`config.mk`:
```
export PLATFORM = sky130hd
export DESIGN_NAME = seq_mul16
export DESIGN_NICKNAME = d
export VERILOG_FILES = /design/src/rtl/seq_mul16.sv
export SDC_FILE = /design/constraint.sdc
export NUM_CORES = 1
export LEC_CHECK = 0
export CELL_PAD_IN_SITES_DETAIL_PLACEMENT = 1
export CELL_PAD_IN_SITES_GLOBAL_PLACEMENT = 1
export CORE_ASPECT_RATIO = 0.6
export CORE_MARGIN = 2
export CORE_UTILIZATION = 35
export CTS_CLUSTER_DIAMETER = 40
export DETAILED_ROUTE_END_ITERATION = 10
export GPL_ROUTABILITY_DRIVEN = 0
export PLACE_DENSITY = 0.8
export RECOVER_POWER = 100
export SKIP_LAST_GASP = 1
export SYNTH_ARGS = -nofsm -noshare
export SYNTH_HDL_FRONTEND = slang
export SYNTH_SLANG_ARGS = --single-unit
```
`constraint.sdc`:
```
create_clock -name clk -period 2.8 [get_ports clk]
set_input_delay 0.56 -clock clk [delete_from_list [all_inputs] [get_ports clk]]
set_output_delay 0.56 -clock clk [all_outputs]
set_load 0.01 [all_outputs]
```
`src/rtl/seq_mul16.sv`:
```
// Iterative 16x16 shift-add multiplier: 32-bit product after 16 RUN cycles, start/busy/done handshake.
// Optional two's-complement support is compiled in with `define SEQ_MUL_SIGNED_EN.
module seq_mul16 (
    input  logic        clk,
    input  logic        rst,
    input  logic        start,
    input  logic [15:0] a,
    input  logic [15:0] b,
`ifdef SEQ_MUL_SIGNED_EN
    input  logic        signed_op,
`endif
    output logic        busy,
    output logic        done,
    output logic [15:0] prod_lo,
    output logic [15:0] prod_hi
);

    // Handshake: start is accepted only in IDLE or DONE; busy marks the 16
    // iteration cycles; done is a single-cycle pulse with the product valid.
    typedef enum logic [1:0] {
        S_IDLE = 2'd0,
        S_RUN  = 2'd1,
        S_DONE = 2'd2
    } state_t;

    state_t      r_state;
    state_t      w_state_nxt;
    logic        w_load;
    logic        w_finish;

    logic [31:0] r_acc;
    logic [31:0] r_mcand;
    logic [16:0] r_mplr;
    logic [3:0]  r_count;
    logic [31:0] r_prod;

    logic [31:0] w_sum;
    logic [31:0] w_prod;
    logic [31:0] w_mcand_ld;
    logic [16:0] w_mplr_ld;

`ifdef SEQ_MUL_SIGNED_EN
    logic        r_sign;
    logic        w_sign_ld;
    logic        w_a_neg;
    logic        w_b_neg;
    logic [16:0] w_a_ext;
    logic [16:0] w_b_ext;
    logic [16:0] w_a_mag;
    logic [16:0] w_b_mag;

    // 17-bit sign extension keeps |0x8000| = 32768 representable.
    assign w_a_neg    = signed_op & a[15];
    assign w_b_neg    = signed_op & b[15];
    assign w_a_ext    = {w_a_neg, a};
    assign w_b_ext    = {w_b_neg, b};
    assign w_a_mag    = w_a_neg ? (17'd0 - w_a_ext) : w_a_ext;
    assign w_b_mag    = w_b_neg ? (17'd0 - w_b_ext) : w_b_ext;
    assign w_sign_ld  = w_a_neg ^ w_b_neg;
    assign w_mcand_ld = {15'd0, w_a_mag};
    assign w_mplr_ld  = w_b_mag;
    assign w_prod     = r_sign ? (32'd0 - w_sum) : w_sum;
`else
    assign w_mcand_ld = {16'd0, a};
    assign w_mplr_ld  = {1'b0, b};
    assign w_prod     = w_sum;
`endif

    // Partial product of the current iteration; on the last RUN cycle this is the final sum.
    assign w_sum = r_acc + (r_mplr[0] ? r_mcand : 32'd0);

    always_comb begin
        w_state_nxt = r_state;
        w_load      = 1'b0;
        w_finish    = 1'b0;
        case (r_state)
            S_IDLE: begin
                if (start) begin
                    w_state_nxt = S_RUN;
                    w_load      = 1'b1;
                end
            end
            S_RUN: begin
                if (r_count == 4'd15) begin
                    w_state_nxt = S_DONE;
                    w_finish    = 1'b1;
                end
            end
            S_DONE: begin
                if (start) begin
                    w_state_nxt = S_RUN;
                    w_load      = 1'b1;
                end else begin
                    w_state_nxt = S_IDLE;
                end
            end
            default: begin
                w_state_nxt = S_IDLE;
            end
        endcase
    end

    always_ff @(posedge clk) begin
        if (rst) begin
            r_state <= S_IDLE;
            r_acc   <= 32'd0;
            r_mcand <= 32'd0;
            r_mplr  <= 17'd0;
            r_count <= 4'd0;
            r_prod  <= 32'd0;
`ifdef SEQ_MUL_SIGNED_EN
            r_sign  <= 1'b0;
`endif
        end else begin
            r_state <= w_state_nxt;
            if (w_load) begin
                r_acc   <= 32'd0;
                r_mcand <= w_mcand_ld;
                r_mplr  <= w_mplr_ld;
                r_count <= 4'd0;
`ifdef SEQ_MUL_SIGNED_EN
                r_sign  <= w_sign_ld;
`endif
            end else if (r_state == S_RUN) begin
                r_acc   <= w_sum;
                r_mcand <= r_mcand << 1;
                r_mplr  <= r_mplr >> 1;
                r_count <= r_count + 4'd1;
            end
            // Product register only moves on RUN->DONE, so it holds across a following RUN.
            if (w_finish) begin
                r_prod <= w_prod;
            end
        end
    end

    assign busy    = (r_state == S_RUN);
    assign done    = (r_state == S_DONE);
    assign prod_lo = r_prod[15:0];
    assign prod_hi = r_prod[31:16];

endmodule

```
==> flow_summary_export.csv <==
group,metric,value,unit
pwr,power_density,518,nW/um^2
floorplan,fp.dieW,179,um
timing,hold_ws,0.453,ns
global_route,grt_use_total,24.2,%
clocking,clkSlewWorstSetupHoldPaths,0.07,ns
cells_and_area,num_antenna_cells,0,
critical_path,end_kind,"flip-flop",
hold_path,hold_end,"r_prod[1]$_SDFFE_PP0P_",
critical_path,reg2reg_slack,0.08,ns
synthesis,syn_nets,893,
critical_path,crit_chain,"and2_1 -> ha_2 -> nand2_2 -> o21a_1 -> a2111oi_4 -> a21bo_4 -> buf_4 -> a211oi_2 -> nor3_1 -> o31ai_2",
placement,dp_hpwl,17000,um
clocking,cts-root-buf,"clkbuf_16",
critical_path,critPathRequiredTime,3.14,ns
critical_path,worst-path-buf-inv,1,
cells_and_area,fin_nets,991,
global_route,use_met1,37.3,%
pwr,seqPwrFrac,40.5,%
hold_path,min-delay-start,"r_prod[1]$_SDFFE_PP0P_",
synthesis,yosysTopAreaCell,"dfxtp_1",
pwr,switching_share,29.6,%
timing,max-slew-margin-rel,38.5,%
global_route,grt_pass1_vias,6376,
synthesis,netlist.area_leader.share,36.7,%
clocking,cts-buffers-inserted,17,
critical_path,rr_worst_depth,10,
pwr,p_leak,3.15,nW
timing,setup_violations,0,
drt,drc,0,
cells_and_area,fill_cells,2211,
global_route,top_usage_layer,"met1",
timing,skew,0.0116,ns
placement,port_buffers,68,
floorplan,fp-row-count,38,
pwr,vdd_drop_max,0.360,mV
clocking,clock_latency,0.43,ns
critical_path,slowest_delay,0.40,ns
global_route,grt_max_degree,58,
cells_and_area,area_growth,31.7,%
global_route,antenna_found_initial,0,
floorplan,initial_core_util,35.6,%
floorplan,io_pins,69,
timing,fmax,367,MHz
drt,drt_iter0_markers,438,
synthesis,ys_async_sr_fraction,0,%
synthesis,synth_edf_count,0,
clocking,cts_max_path_buffers,2,
global_route,grt_pass1_wl,36000,um
global_route,grtUsageMet3,5.75,%
cells_and_area,final_area,8480,um^2
cells_and_area,final_common_cell,"nand2_1",
synthesis,yosysWarningCount,0,
pwr,clock_power_share,49.5,%
critical_path,cp_max_fo,16,
cells_and_area,drive_above_1_share,16.0,%
global_route,grt_use_met2,33.7,%
clocking,cts_hold_buf,0,
synthesis,synthFlopType,"dfxtp_1",
clocking,htree_num_levels,4,
status,status,"complete, no violations",
floorplan,die_area,19500,um^2
critical_path,worstSetupPathType,"flip-flop to flip-flop",
drt,dr.pass1.iters,5,
timing,hold_viol,0,
critical_path,cp.arrival,3.06,ns
timing,min_period_over_period,97.2,%
floorplan,die_h,109,um
placement,placed_area,7700,um^2
run,maxCapViolCount,0,
clocking,cts_tree,"yes",
drt,vias,6599,
drt,antenna_left,0,
synthesis,ys_seq_area_share,36.7,%
critical_path,cpLargestDelayFamily,"compound AO/OA/AOI/OAI gates",
floorplan,core_area,18100,um^2
synthesis,ys_ff_latch,118,
timing,worstMarginPinSlew,0.923,ns
critical_path,crit_path_top_delay_cell,"ha_2",
timing,rsz0062_at_grt,"yes",
timing,min_period,2.72,ns
placement,pre_cts_slack,-0.0902,ns
pwr,p_switching,0.00130,W
drt,post_drt_wl_per_cell,20.1,um
critical_path,start_kind,"flip-flop",
synthesis,synth_area,6440,um^2
critical_path,worstSetupPathDepth,10,
drt,viasPerCell,5.61,
timing,timing.final.ws_setup,0.0780,ns
synthesis,synth_area_leaders,"dfxtp_1 37%, nand2_1 7.6%, a21oi_1 6.4%",
timing,final_max_slew_viol_count,0,
synthesis,avgSynthCellArea,7.81,um^2
pwr,power.internal,0.00310,W
hold_path,min_path_type,"flip-flop to flip-flop",
synthesis,ys_types,69,
pwr,power,0.00440,W
clocking,cts_sinks,118,
drt,wirelength,23600,um
pwr,combPwrFrac,10.0,%
global_route,grt-ovfl-total,0,
critical_path,worstReg2RegStart,"r_mplr[0]$_SDFFE_PP0P_",
hold_path,min_path_cells,2,
critical_path,timing.rr.end,"r_acc[30]$_SDFFE_PP0P_",
cells_and_area,layout_common_cells,"130 x nand2_1, 117 x dfxtp_1, 79 x a21oi_1",
synthesis,syn_inst,825,
## repair_timing
item                       in CTS  in global routing
resized for setup               3                 47
setup endpoints to repair      35                 38
pin swaps                       2                  9
setup buffers                   1                  0
## worst min-delay path, stage by stage (launching register included)
cell and delay, ns:
dfxtp_1 0.31, nand2_1 0.05, a21oi_1 0.05
## metal layers
metal / wire length [um] / up-vias / share of wire [%]
li1: - / 3150 / -
met4: 228 / 0 / 0.97
met2: 9580 / 217 / 41
met1: 12000 / 3202 / 51
met3: 1800 / 30 / 7.6
met5: 0 / - / 0
## sequential cells by signal (all words and copies together) (netlist names)
register,count
r_state,2
r_mplr,16
r_acc,32
r_prod,32
r_count,4
r_mcand,32
## stage by stage
| stage | util (%) | setup TNS [ns] | std cells |
|---|---|---|---|
| after floorplan | - | 0 | 825 |
| after global placement | 42.6 | -0.00177 | 1143 |
| after detailed placement | 42.6 | -0.844 | 1143 |
| after CTS | 45.9 | 0 | 1176 |
| after global routing | 46.9 | -0.0584 | 1176 |
| final | 46.9 | 0 | 1176 |
## worst max-delay path by stage
stage | from | to | slack (ns)
floorplan | r_mplr[0]$_SDFFE_PP0P_ | r_acc[26]$_SDFFE_PP0P_ | 0.13
global placement | r_mplr[0]$_SDFFE_PP0P_ | r_acc[14]$_SDFFE_PP0P_ | -0.002
detailed placement | r_mplr[0]$_SDFFE_PP0P_ | r_acc[12]$_SDFFE_PP0P_ | -0.09
CTS | r_mplr[0]$_SDFFE_PP0P_ | r_prod[31]$_SDFFE_PP0P_ | 0.008
global route | r_mplr[0]$_SDFFE_PP0P_ | r_prod[31]$_SDFFE_PP0P_ | -0.05
finish | r_mplr[0]$_SDFFE_PP0P_ | r_acc[30]$_SDFFE_PP0P_ | 0.08
## power by group through the flow
stage / logic, W / registers (W) / clock network, W
CTS: 0.000433 / 0.00178 / 0.00220
detailed placement: 0.000425 / 0.00181 / 0
global placement: 0.000409 / 0.00181 / 0
floorplan: 0.000253 / 0.00180 / 0
finish: 0.000438 / 0.00178 / 0.00218
global route: 0.000474 / 0.00179 / 0.00228
## final cells by class
| cell class | count | area, um^2 | area share (%) |
|---|---|---|---|
| clock inverters | 15 | 148 | 1.74 |
| flip-flops and latches | 118 | 2370 | 27.9 |
| multi-input cells | 638 | 4030 | 47.5 |
| well taps | 240 | 300 | 3.54 |
| repair buffers | 134 | 1160 | 13.7 |
| inverters | 14 | 52.6 | 0.620 |
| clock buffers | 17 | 425 | 5.02 |
## cell usage after synthesis, drive strengths merged (10+ instances only)
| master | n |
|---|---|
| ha | 32 |
| o22ai | 30 |
| nor2 | 63 |
| nand2 | 132 |
| dfxtp | 118 |
| and2 | 33 |
| nand3b | 11 |
| clkbuf | 48 |
| nand3 | 34 |
| nor3 | 43 |
| xor2 | 12 |
| a211oi | 14 |
| xnor2 | 10 |
| inv | 14 |
| a21oi | 84 |
| o21ai | 41 |
## logic make-up (layout without fill, tap and decap cells)
logic type	after synthesis	after routing	synth area share, %
multiplexers	3	3	0.486
adder cells (fa/ha/maj)	33	33	6.53
AO/OA/AOI/OAI	229	229	23.5
XOR/XNOR	22	22	2.99
flip-flops	118	118	36.7
AND/OR/NAND/NOR	351	351	25.6
buffers and inverters	69	180	4.24
Note: power is estimated with default switching activity, not from simulation.
